File: config.mk
export PLATFORM = sky130hd
export DESIGN_NAME = dram_bank_ctrl
export DESIGN_NICKNAME = d
export VERILOG_FILES = /design/src/rtl/dram_bank_ctrl.sv
export SDC_FILE = /design/constraint.sdc
export NUM_CORES = 1
export LEC_CHECK = 0
export CAP_MARGIN = 30
export CORE_MARGIN = 3
export CORE_UTILIZATION = 60
export CTS_BUF_LIST = sky130_fd_sc_hd__clkbuf_4 sky130_fd_sc_hd__clkbuf_8
export CTS_CLUSTER_DIAMETER = 40
export DETAILED_ROUTE_END_ITERATION = 10
export GPL_TIMING_DRIVEN = 0
export MAX_ROUTING_LAYER = met4
export PLACE_DENSITY = 0.78
export SKIP_LAST_GASP = 1
export SYNTH_ARGS = -nofsm -noshare
export SYNTH_HDL_FRONTEND = slang
export SYNTH_SLANG_ARGS = --single-unit
File: constraint.sdc
create_clock -name clk -period 2.7 [get_ports clk]
set_clock_uncertainty 0.1 [all_clocks]
set_input_delay 0.54 -clock clk [delete_from_list [all_inputs] [get_ports clk]]
set_output_delay 0.54 -clock clk [all_outputs]
set_load 0.03 [all_outputs]
File: src/rtl/dram_bank_ctrl.sv
// Single-bank DRAM-style controller: open-row tracking, T_RCD activate delay,
// one-cycle access and periodic refresh in front of an inferred word memory.
module dram_bank_ctrl #(
    parameter int DATA_W           = 8,
    parameter int ADDR_W           = 4,
    parameter int COL_W            = 2,
    parameter int T_RCD            = 2,
    parameter int REFRESH_INTERVAL = 32,
    parameter int REFRESH_CYCLES   = 4
) (
    input  logic              clk,
    input  logic              rst,
    input  logic              req,
    input  logic              wr,
    input  logic [ADDR_W-1:0] addr,
    input  logic [DATA_W-1:0] data,
    output logic              ready,
    output logic [DATA_W-1:0] out,
    output logic              valid,
    output logic              refreshing
);
    localparam int ROW_W  = ADDR_W - COL_W;
    localparam int PH_MAX = (T_RCD > REFRESH_CYCLES) ? T_RCD : REFRESH_CYCLES;
    localparam int PH_W   = $clog2(PH_MAX + 1);
    localparam int RI_W   = $clog2(REFRESH_INTERVAL);

    typedef enum logic [1:0] {IDLE, ACTIVATE, ACCESS, REFRESH} state_t;

    state_t              state_reg, state_next;
    logic [PH_W-1:0]     phase_reg, phase_next;
    logic                row_open_reg, row_open_next;
    logic [ROW_W-1:0]    open_row_reg, open_row_next;
    logic                wr_reg, wr_next;
    logic [ADDR_W-1:0]   addr_reg, addr_next;
    logic [DATA_W-1:0]   data_reg, data_next;
    logic [DATA_W-1:0]   out_reg;
    logic                valid_reg, valid_next;
    logic [RI_W-1:0]     ref_cnt_reg, ref_cnt_next;
    logic                ref_pending_reg, ref_pending_next;
    logic                ref_wrap;

    logic [DATA_W-1:0]   mem [2**ADDR_W];

    assign ready      = (state_reg == IDLE) && !ref_pending_reg;
    assign out        = out_reg;
    assign valid      = valid_reg;
    assign refreshing = (state_reg == REFRESH);
    assign ref_wrap   = (ref_cnt_reg == RI_W'(REFRESH_INTERVAL - 1));

    always_comb begin
        state_next       = state_reg;
        phase_next       = phase_reg;
        row_open_next    = row_open_reg;
        open_row_next    = open_row_reg;
        wr_next          = wr_reg;
        addr_next        = addr_reg;
        data_next        = data_reg;
        valid_next       = 1'b0;
        ref_cnt_next     = ref_wrap ? '0 : ref_cnt_reg + 1'b1;
        ref_pending_next = ref_pending_reg;

        case (state_reg)
            IDLE: begin
                if (ref_pending_reg) begin
                    state_next = REFRESH;
                    phase_next = '0;
                end else if (req) begin
                    wr_next    = wr;
                    addr_next  = addr;
                    data_next  = data;
                    phase_next = '0;
                    if (row_open_reg && open_row_reg == addr[ADDR_W-1:COL_W])
                        state_next = ACCESS;
                    else
                        state_next = ACTIVATE;
                end
            end
            ACTIVATE: begin
                if (phase_reg == PH_W'(T_RCD - 1)) begin
                    state_next    = ACCESS;
                    row_open_next = 1'b1;
                    open_row_next = addr_reg[ADDR_W-1:COL_W];
                end else begin
                    phase_next = phase_reg + 1'b1;
                end
            end
            ACCESS: begin
                state_next = IDLE;
                valid_next = !wr_reg;
            end
            REFRESH: begin
                if (phase_reg == PH_W'(REFRESH_CYCLES - 1)) begin
                    state_next       = IDLE;
                    row_open_next    = 1'b0;
                    ref_pending_next = 1'b0;
                end else begin
                    phase_next = phase_reg + 1'b1;
                end
            end
            default: state_next = IDLE;
        endcase

        // A new interval expiring takes priority over the clear on refresh exit.
        if (ref_wrap)
            ref_pending_next = 1'b1;
    end

    always_ff @(posedge clk) begin
        if (!rst) begin
            state_reg       <= IDLE;
            phase_reg       <= '0;
            row_open_reg    <= 1'b0;
            open_row_reg    <= '0;
            wr_reg          <= 1'b0;
            addr_reg        <= '0;
            data_reg        <= '0;
            out_reg         <= '0;
            valid_reg       <= 1'b0;
            ref_cnt_reg     <= '0;
            ref_pending_reg <= 1'b0;
        end else begin
            state_reg       <= state_next;
            phase_reg       <= phase_next;
            row_open_reg    <= row_open_next;
            open_row_reg    <= open_row_next;
            wr_reg          <= wr_next;
            addr_reg        <= addr_next;
            data_reg        <= data_next;
            valid_reg       <= valid_next;
            ref_cnt_reg     <= ref_cnt_next;
            ref_pending_reg <= ref_pending_next;
            if (state_reg == ACCESS && !wr_reg)
                out_reg <= mem[addr_reg];
        end
    end

    // Storage is never cleared; reset only blocks a write landing on its edge.
    always_ff @(posedge clk) begin
        if (rst && state_reg == ACCESS && wr_reg)
            mem[addr_reg] <= data_reg;
    end
endmodule

==> metrics <==
Max-Cap Viols=0; share of cells above drive strength 1=15.0%; Core ar.=10400 um2; Tmin final=2560 ps; Gate power share=8.7%; beginning of the critical path=rst; Initial Utilization=62.0%; Crit. End Element=flop; post-DR wirelength/cell=21.0 um; Clk pwr share=35.3%; Post-CTS Setup Bufs=0; Final Worst Setup Slack=135 ps; switching share of power=23.0%; CTS Sinks=164; Psw=0.00118 W; Peak Freq=390 MHz; post-synthesis sequential element count=164; largest net degree at the start of global routing=18; placed cell areas=6920 um2; final WL=12500 um; Root Driver=clkbuf_8; vias in the first global route=3513; Final Hold Viols=0; hold_buf cts=0; Total GRT Usage=23.3%; via count=3536; Slew Viols, Final=0; Pint=0.00394 W; Power Density=698 nW/um2; clk buf depth=2; post-CTS sizing=0; Die H=110 um; slew margin rel.=44.2%; Reg power frac=56.0%; Leak=2.43 nW; synth warn=0; final setup vio count=0; commonest non-fill, non-tap cell in the layout=edfxtp_1; Skew-Pair Late Insertion Delay=430 ps; critical path class=in -> reg; worst path required time=2750 ps; worst vdd ir=0.000373 V; Post-Layout Inst Area=7330 um2; CP Launch Type=primary input; sequential area share after synthesis=70.7%; RSZ-0062 raised after global routing=true; top_reg_cell synth=edfxtp_1; commonest non-fill, non-tap cells in the layout=edfxtp_1, dfxtp_1, nand2_1; htree depth=4; crit-path cells=clkdlybuf4s50_1 -> and4b_1 -> nor2b_1 -> nand2_1 -> nor3_1 -> buf_4; Distinct cells, synth=46; run status=finished clean; ANT cells=0; Post-synth ARST share=0%; Initial DRC Count=304; PortBufs=26; Via density=5.94; crit path max fanout=6; first-pass GRT wire length=19300 um; TritonCTS Buffers=17; antenna violations before repair=0; TritonCTS clock tree=built; Largest register FFs=128; number of synthesized flops with an enable pin=128; Area Overhead vs Synth=13.6%; First-pass DRT Iterations=4; number of I/O pins=27; Clock Pin Slew Worst Setup and Hold Paths=80 ps; dpl hpwl=8620 um; critical path's slowest cell=clkdlybuf4s50_1; Post-DRT Antenna Nets=0; Avg Synthesized Cell Area=16.3 um2; row count=37; remaining global-route overflow=0; cells after synthesis=397; post-synthesis net count=418; Slew @ Worst Pin=833 ps; Hold WC Path Type=reg -> reg; Crit path arrival time=2610 ps; Post-Syn Area=6460 um2; Die ar.=12000 um2; die width=110 um; RR Startpoint=addr_reg[1]; routability cong.=0.844; Post-Place Worst Slack=-284 ps; nets=467; final period utilization=95.0%; drt drc=0; Hold Startpoint=ref_cnt_reg[0]; Critical Path Max Stage Delay=610 ps
[area by class of cell]
class                      count  area, um2
buffer                        21        131
clock buffer                  20        263
clock inverter                12        155
fill                         671       3080
inverter                       4       15.0
multi-input combinational    208       1750
sequential                   164       4560
tap                          136        170
timing repair buffer          30        290
[critical path, delay by kind of cell]
family                 cells  cell delay (ps)
and+or+nand+nor            4             1200
buffers and inverters      2              880
[layer usage]
metal	wire length, um	vias up	track usage [%]
li1	-	1633	-
met1	5500	1760	32.6
met2	6000	129	34.5
met3	808	14	5.28
met4	194	0	7.93
met5	0	-	-
[metrics by stage]
| stage | instances | setup TNS, ps | power [W] | utilization (%) | hold slack, ps |
|---|---|---|---|---|---|
| floorplan | 397 | 0 | 0.00319 | - | 318 |
| global placement | 559 | -22190 | 0.00335 | 66.1 | 330 |
| detailed placement | 563 | -18590 | 0.00337 | 66.4 | 346 |
| CTS | 595 | 0 | 0.00514 | 70.4 | 359 |
| global route | 595 | -86.4 | 0.00530 | 70.4 | 386 |
| finish | 595 | 0 | 0.00512 | 70.4 | 362 |
[power groups by stage]
stage               Clock (W)  Combinational [W]  Sequential [W]
finish                0.00181           0.000447         0.00287
global route          0.00194           0.000483         0.00288
CTS                   0.00183           0.000447         0.00287
detailed placement          0           0.000446         0.00293
global placement            0           0.000433         0.00292
floorplan                   0           0.000281         0.00291
[cell families after synthesis]
kind of cell | share of synthesized area [%]
adder cells (fa/ha/maj) | 0.969
buffers and inverters | 2.27
flip-flops | 70.7
XOR/XNOR | 0.543
multiplexers | 11.6
AND/OR/NAND/NOR | 6.72
AO/OA/AOI/OAI | 7.23
[final timing paths]
kind	end	slack [ps]	cells past startpoint
worst max-delay path	mem[2][6]	140	6
worst min-delay path	ref_cnt_reg[0]	360	1
worst max register to register	mem[3][0]	410	6
worst min register to register	ref_cnt_reg[0]	360	1
[synth_stat cells, drive strengths merged, types with 7 or more instances]
| cell type | n | share of area, % |
|---|---|---|
| a211oi | 8 | 1.0 |
| a21boi | 14 | 1.6 |
| a21oi | 10 | 0.78 |
| a22oi | 8 | 0.93 |
| buf | 14 | 1.6 |
| clkbuf | 7 | 0.43 |
| dfxtp | 36 | 11 |
| edfxtp | 128 | 60 |
| mux2i | 18 | 2.8 |
| mux4 | 24 | 8.8 |
| nand2 | 33 | 1.9 |
| nor2 | 22 | 1.3 |
| o21ai | 10 | 0.78 |
| o22ai | 8 | 0.78 |
Power figures use the tool's default switching activity.
